File: src/rtl/resultado_tx.sv
// UART-style transmitter for ALU results: sends the result byte, then a {6'b0, carry, zero} flags byte.
// Defining RESULTADO_TX_PARITY_EN inserts an even-parity bit after the data bits of each frame.
module resultado_tx #(
    parameter int unsigned CLKS_PER_BIT = 868
) (
    input  logic       clk,
    input  logic       rst_n,
    input  logic [7:0] rdo,
    input  logic       carry,
    input  logic       zero,
    input  logic       valid,
    output logic       ready,
    output logic       busy,
    output logic       tx
);

    localparam int unsigned BaudW = $clog2(CLKS_PER_BIT);
    localparam logic [BaudW-1:0] BaudLast = BaudW'(CLKS_PER_BIT - 1);

    typedef enum logic [2:0] {
        StIdle,
        StStart,
        StData,
`ifdef RESULTADO_TX_PARITY_EN
        StParity,
`endif
        StStop
    } state_e;

    state_e           state_q, state_d;
    logic [BaudW-1:0] baud_q, baud_d;
    logic [2:0]       bit_q, bit_d;
    logic             idx_q, idx_d;
    logic [7:0]       shreg_q, shreg_d;
    logic [1:0]       flags_q, flags_d;
    logic             ready_q, ready_d;
    logic             busy_q, busy_d;
    logic             tx_q, tx_d;
    logic             accept;
    logic             bit_end;
`ifdef RESULTADO_TX_PARITY_EN
    logic             parity_q, parity_d;
`endif

    // ready is registered, so the handshake uses the flopped value to stay consistent with the port
    assign accept  = valid & ready_q;
    assign bit_end = (baud_q == BaudLast);

    always_comb begin
        state_d  = state_q;
        bit_d    = bit_q;
        idx_d    = idx_q;
        shreg_d  = shreg_q;
        flags_d  = flags_q;
        tx_d     = 1'b1;
        baud_d   = (state_q == StIdle || bit_end) ? '0 : baud_q + 1'b1;
`ifdef RESULTADO_TX_PARITY_EN
        parity_d = parity_q;
`endif
        unique case (state_q)
            StIdle: begin
                if (accept) begin
                    shreg_d = rdo;
                    flags_d = {carry, zero};
                    idx_d   = 1'b0;
                    state_d = StStart;
                end
            end
            StStart: begin
                tx_d = 1'b0;
                if (bit_end) begin
                    bit_d   = 3'd0;
                    state_d = StData;
`ifdef RESULTADO_TX_PARITY_EN
                    parity_d = 1'b0;
`endif
                end
            end
            StData: begin
                tx_d = shreg_q[0];
                if (bit_end) begin
                    shreg_d = {1'b0, shreg_q[7:1]};
                    bit_d   = bit_q + 3'd1;
`ifdef RESULTADO_TX_PARITY_EN
                    parity_d = parity_q ^ shreg_q[0];
                    if (bit_q == 3'd7) state_d = StParity;
`else
                    if (bit_q == 3'd7) state_d = StStop;
`endif
                end
            end
`ifdef RESULTADO_TX_PARITY_EN
            StParity: begin
                tx_d = parity_q;
                if (bit_end) state_d = StStop;
            end
`endif
            StStop: begin
                if (bit_end) begin
                    if (!idx_q) begin
                        shreg_d = {6'b0, flags_q};
                        idx_d   = 1'b1;
                        state_d = StStart;
                    end else begin
                        idx_d   = 1'b0;
                        state_d = StIdle;
                    end
                end
            end
            default: state_d = StIdle;
        endcase
        ready_d = (state_q == StIdle) && !accept;
        busy_d  = !ready_d;
    end

    always_ff @(posedge clk or negedge rst_n) begin
        if (!rst_n) begin
            state_q  <= StIdle;
            baud_q   <= '0;
            bit_q    <= '0;
            idx_q    <= 1'b0;
            shreg_q  <= '0;
            flags_q  <= '0;
            ready_q  <= 1'b1;
            busy_q   <= 1'b0;
            tx_q     <= 1'b1;
`ifdef RESULTADO_TX_PARITY_EN
            parity_q <= 1'b0;
`endif
        end else begin
            state_q  <= state_d;
            baud_q   <= baud_d;
            bit_q    <= bit_d;
            idx_q    <= idx_d;
            shreg_q  <= shreg_d;
            flags_q  <= flags_d;
            ready_q  <= ready_d;
            busy_q   <= busy_d;
            tx_q     <= tx_d;
`ifdef RESULTADO_TX_PARITY_EN
            parity_q <= parity_d;
`endif
        end
    end

    assign ready = ready_q;
    assign busy  = busy_q;
    assign tx    = tx_q;

endmodule

File: config.mk
export PLATFORM = sky130hd
export DESIGN_NAME = resultado_tx
export DESIGN_NICKNAME = d
export VERILOG_FILES = /design/src/rtl/resultado_tx.sv
export SDC_FILE = /design/constraint.sdc
export NUM_CORES = 1
export LEC_CHECK = 0
export ABC_AREA = 1
export CAP_MARGIN = 30
export CORE_MARGIN = 3
export CORE_UTILIZATION = 55
export DETAILED_ROUTE_END_ITERATION = 10
export PLACE_DENSITY = 0.78
export SLEW_MARGIN = 30
export SYNTH_ARGS = -nofsm -noshare
export SYNTH_HDL_FRONTEND = slang
export SYNTH_SLANG_ARGS = --single-unit
File: constraint.sdc
create_clock -name clk -period 1.7 [get_ports clk]
set_input_delay 0.255 -clock clk [delete_from_list [all_inputs] [get_ports clk]]
set_output_delay 0.255 -clock clk [all_outputs]
set_load 0.01 [all_outputs]
# Yosys cells after proc, flatten, opt, wreduce, memory -nomap -nowiden
# Cells that the tools add are included.
dict set report classes {
  eq_ne 11
  bitwise_logic 1
  reduce_logical 13
  n_mul 0
  div_mod_pow 0
  muxes 21
  n_lt_le_gt_ge 0
  addsub 2
  shift 0
}
# operator count
set ops {}
lappend ops {{two-way mux 8 bit} 4}
lappend ops {{case mux 8 bit (3 select lines)} 1}
lappend ops {{two-way mux 3 bit} 7}
lappend ops {{!= test 2 bit (second input constant)} 6}
lappend ops {{case mux 3 bit (4 select lines)} 1}
lappend ops {{adder 10 x 1 -> 10 bit (second input constant)} 1}
lappend ops {{equality test 10 bit (second input constant)} 1}
lappend ops {{two-way mux 10 bit} 1}
lappend ops {{AND reduction 5 bit} 2}
lappend ops {{equality test 3 x 2 -> 1 bit (second input constant)} 2}
lappend ops {{case mux 3 bit (2 select lines)} 1}
lappend ops {{AND reduction 3 bit} 2}
lappend ops {{two-way mux 1 bit} 4}
lappend ops {{case mux 1 bit (2 select lines)} 2}
lappend ops {{nonzero test 2 bit} 2}
lappend ops {{adder 3 x 1 -> 3 bit (second input constant)} 1}
lappend ops {{equality test 3 x 1 -> 1 bit (second input constant)} 1}
lappend ops {{equality test 3 bit (second input constant)} 1}
lappend ops {{logical NOT 3 bit} 1}
lappend ops {{nonzero test 3 bit} 1}
lappend ops {{logical NOT 1 bit} 2}
lappend ops {{AND reduction 2 bit} 1}
lappend ops {{AND 1 bit} 1}
lappend ops {{logical AND 1 bit} 1}
lappend ops {{logical OR 1 bit} 1}
dict set report word_totals {
  register_bits 30
  ramBits 0
  latch_bits 0
  mem_count 0
  elab_cells 57
  output_inout_bits 3
  mem_bits_ro 0
  in_bits 13
}

# Logic depth before layout (Yosys ltp)
dict set report depth {
  ltp_word 4
  mapped_depth 10
  mapped_depth_nobuf 10
}

# Least setup slack after synthesis
# Ideal clock, no wire load.
dict set report synth_timing {
  path_type {flip-flop to flip-flop}
  startpoint {register state_q[0]}
  endpoint {register shreg_q[3]}
  slack_ns 0.240
  period_less_slack_ns 1.460
  setup_time_ns 0.117
  n_path_buf 0
  stages_incl_launch_ff 8
  t_required_ns 1.583
  arrival_time_ns 1.343
  path_cell_list {dfrtp_1 > ha_1 > inv_2 > o21ai_0 > a21oi_4 > nand2_4 > nand2_1 > nand2_1}
}
dict set report synth_between {
  elab_chain_len 3
  elab_cells_between_ends 10
  classes_between {6 x eq/ne; 1 x mux; 3 x reduce/logical}
}
# element line
set synth_rtl {}
lappend synth_rtl {{from (decl)} 30} ;# state_e state_q, state_d;
lappend synth_rtl {{from (signal assigned)} 118} ;# state_q <= StIdle;
lappend synth_rtl {{from (signal assigned)} 131} ;# state_q <= state_d;
lappend synth_rtl {{equality test 3 x 2 -> 1 bit or logical NOT 3 bit (tied branches)} 60} ;# unique case (state_q)
lappend synth_rtl {{!= test 2 bit (no source line) or nonzero test 3 bit (tied branches)} n/a}
lappend synth_rtl {{AND reduction 5 bit (no source line)} n/a}
lappend synth_rtl {{to (signal assigned)} 135} ;# shreg_q <= shreg_d;
lappend synth_rtl {{to (decl)} 34} ;# logic [7:0] shreg_q, shreg_d;
# Several ways; a longest one is shown, not always the timed one.
# A chain may end at the register's enable or synchronous reset.

# Worst setup path in the final report
dict set report layout_timing {
  startpoint {register state_q[1]}
  endpoint {register state_q[1]}
}
dict set report layout_between {
  elab_chain_len 3
  elab_cells_between_ends 11
  classes_between {8 x eq/ne; 1 x mux; 2 x reduce/logical}
}
# element line
set layout_rtl {}
lappend layout_rtl {{equality test 3 x 2 -> 1 bit, or another cell as far along} 60}
lappend layout_rtl {{!= test 2 bit (no source line)} n/a}
lappend layout_rtl {{AND reduction 5 bit (no source line)} n/a}
# Several ways; a longest one is shown, not always the timed one.

==> results.py <==
metrics = {
    "synth": {
        "synthAdderAreaFrac_pct": 5.82,
        "synth_area_per_cell_um2": 8.55,
        "synth-seq-cells": 29,
        "yosys.area_share.simple_pct": 29.1,
        "syn_area_um2": 1510,
        "synth_top_family_by_area": "simple AND/OR/NAND/NOR gates",
        "muxShareOfSynthArea_pct": 2.16,
        "syn_inst": 176,
        "synth-compound-area-share_pct": 7.40,
        "syn_nets": 196,
        "yosysWarnings": 0,
        "yosysSeqAreaShare_pct": 48.4,
        "synth_xor_xnor_area_share_pct": 2.33,
        "synthDistinctLibCells": 25,
    },
    "finish": {
        "antenna_cells": 0,
        "final_nets": 224,
        "area_growth_pct": 20.8,
        "drive_gt1_share_pct": 16.6,
        "stdcell_area_um2": 1820,
        "fill_cells": 167,
    },
    "global_routing": {
        "grt_pass1_wl_um": 5140,
        "grt_overflow": 0,
        "grtUsageTotal_pct": 20.0,
        "antenna_found_initial": 0,
        "grt_pass1_vias": 1200,
        "grt_max_degree": 30,
    },
    "cts": {
        "numCtsBuffers": 5,
        "clk_pin_slew_worst_paths_ns": 0.09,
        "hold_buffers": 0,
        "cts_sinks": 29,
        "cts_max_level": 2,
        "clockRootBuffer": "clkbuf_4",
        "insertion_delay_ns": 0.32,
        "max-clock-path-buffers": 2,
        "cts_tree": "built",
    },
    "routing": {
        "routedWlPerCell_um": 13.6,
        "drt-pass1-iter-count": 4,
        "ant_nets": 0,
        "via_per_inst": 5.44,
        "drt_iter0_drc": 47,
        "routed_wl_um": 3190,
        "remaining_drc_errors": 0,
        "vias": 1279,
    },
    "critical_path": {
        "crit_chain": "inv_1 > ha_2 > inv_1 > a21oi_4 > inv_1 > o21ai_0 > inv_1 > nand2_1 > nand2_1 > nand2_1",
        "cp.arrival_ns": 1.94,
        "setup.worst_path.class": "flop to flop",
        "critical_path.top_delay_family": "flip-flops",
        "critPathLaunch": "state_q[1]$_DFFE_PN0P_",
        "slowest_delay_ns": 0.44,
        "cpMostUsedCell": "inv_1",
        "endpoint_kind": "flop",
        "cp_num_buf_inv": 4,
        "path_max_fanout": 4,
        "critical_path_required_ns": 1.96,
        "cp-start-kind": "flop",
        "rr_startpoint": "state_q[1]$_DFFE_PN0P_",
        "cpMaxStageDelayCell": "dfrtp_1",
    },
    "sta": {
        "tightest_slew_ns": 0.379,
        "slew_viol_final": 0,
        "slew_headroom_pct": 74.5,
        "fin_skew_ns": 0.00677,
        "period_share_pct": 98.8,
        "fin_crit_ns": 1.68,
        "finalHoldViolCount": 0,
        "setup-violations-final": 0,
        "whs_ns": 0.306,
        "fmax_mhz": 595,
    },
    "power_and_ir_drop": {
        "p_total_w": 0.00298,
        "p_leak_nw": 0.920,
        "p_per_area_nw_per_um2": 1640,
        "ir_drop_mv": 1.36,
    },
    "die": {
        "die_w_um": 58.3,
        "rows": 18,
        "fp.dieH_um": 58.3,
        "core_area_um2": 2540,
        "ios": 16,
        "die-area_um2": 3400,
        "initial_utilization_pct": 59.1,
    },
    "outcome": {
        "status": "complete, no violations",
    },
    "placement": {
        "placed_area_um2": 1720,
        "place_congestion": 0.779,
        "hpwl_um": 2200,
        "port_buffers": 15,
    },
    "min_path": {
        "hold_path_class": "primary input to async pin",
    },
    "job": {
        "max-cap-violations": 0,
    },
}
[Yosys cell counts]
| master | count | area share, % |
|---|---|---|
| xnor2_1 | 1 | 0.58 |
| o21ai_0 | 3 | 1.0 |
| nor2_1 | 19 | 4.7 |
| buf_2 | 1 | 0.33 |
| mux2_2 | 2 | 1.5 |
| nand3_1 | 23 | 7.6 |
| nand2_1 | 49 | 12 |
| a22o_2 | 2 | 1.3 |
| nand4_1 | 1 | 0.42 |
| inv_1 | 16 | 4.0 |
| dfstp_2 | 2 | 3.5 |
| ha_1 | 7 | 5.8 |
| o21bai_1 | 1 | 0.50 |
| a21oi_4 | 2 | 2.2 |
| a21oi_1 | 2 | 0.67 |
| xor2_1 | 3 | 1.7 |
| nor2_4 | 1 | 0.75 |
| nand2_4 | 1 | 0.75 |
| nor2_2 | 1 | 0.42 |
| nand2_2 | 2 | 0.83 |
| inv_2 | 2 | 0.50 |
| nor3_1 | 4 | 1.3 |
| mux2i_1 | 1 | 0.67 |
| dfrtp_1 | 27 | 45 |
| a22o_1 | 3 | 1.7 |
[registers in the layout (all words and copies together) (netlist names)]
signal,cells
idx_q,1
state_q,2
flags_q,2
ready,1
tx,1
shreg_q,8
baud_q,10
bit_q,3
busy,1
[per-stage QoR]
step | utilization, % | TNS (ns) | setup WS, ns | std cells
global placement | 67.5 | 0 | 0.145 | 224
finish | 71.4 | 0 | 0.0206 | 235
detailed placement | 67.5 | 0 | 0.0201 | 224
CTS | 69.7 | 0 | 0.0108 | 232
floorplan | - | 0 | 0.240 | 176
global route | 71.4 | -0.204 | -0.107 | 235
[layer usage]
layer | global-route usage (%) | wire length (um) | vias up | share of wire (%)
met4 | 6.62 | 85 | 0 | 2.7
met5 | 0 | 0 | - | 0
met2 | 30.6 | 1480 | 42 | 46
li1 | - | - | 626 | -
met3 | 6.58 | 140 | 9 | 4.4
met1 | 26.9 | 1490 | 602 | 46
[cell usage in the layout (no fill, tap or decap)]
cell type	instances
inv_1	16
nand4_1	1
a21oi_1	2
xor2_1	3
nor2_1	18
nand3_1	22
nand2_2	1
clkinv_2	2
xnor2_1	1
mux2_2	2
nor3_2	1
buf_4	6
clkbuf_4	5
a22o_2	2
o21ai_0	2
dfstp_2	2
nor2_2	2
ha_1	5
o21ai_1	1
nand2_4	2
nand3_2	1
a21oi_2	1
clkbuf_1	1
a22o_1	3
nor2_4	1
ha_2	2
dfrtp_1	27
dlymetal6s2s_1	1
mux2i_1	1
o21bai_1	1
a21oi_4	2
clkdlybuf4s50_1	14
nor3_1	3
inv_2	2
nand2_1	49
[kinds of logic after synthesis]
family | after synthesis
fa+ha+maj | 7
mux | 3
flops | 29
simple gates | 101
xor+xnor | 4
compound gates | 13
buf+inv | 19
[path summary, 6_finish.rpt]
kind	end	slack (ns)	cells after the start
worst max-delay path	state_q[1]$_DFFE_PN0P_	0.02	10
worst min-delay path	baud_q[2]$_DFF_PN0_	0.31	2
worst max register to register	state_q[1]$_DFFE_PN0P_	0.02	10
worst min register to register	shreg_q[5]$_DFFE_PN0P_	0.48	2
max in group asynchronous	ready$_DFF_PN1_	1.09	2
min in group clk	shreg_q[5]$_DFFE_PN0P_	0.48	2
[power by group]
part	leakage [nW]	switching [W]	internal, W	total [W]
clock network	0.0320	0.000230	0.000157	0.000387
registers	0.373	0.000160	0.000932	0.00109
logic	0.516	0.000893	0.000605	0.00150
[final cells by class]
class / instances / area (um^2) / share of cell area [%]
clock buffer: 6 / 41.3 / 2.27
clock inverter: 2 / 10.0 / 0.551
inverter: 18 / 67.6 / 3.72
multi-input combinational: 129 / 736 / 40.5
sequential: 29 / 728 / 40.1
tap: 30 / 37.5 / 2.06
timing repair buffer: 21 / 198 / 10.9
[what timing repair did]
action	CTS	global route
gates cloned	0	1
pin swaps	0	1
gates resized for setup	1	7
setup endpoints to repair	1	13
buffers inserted	0	2
No activity file was read; power rests on OpenSTA's default activity.
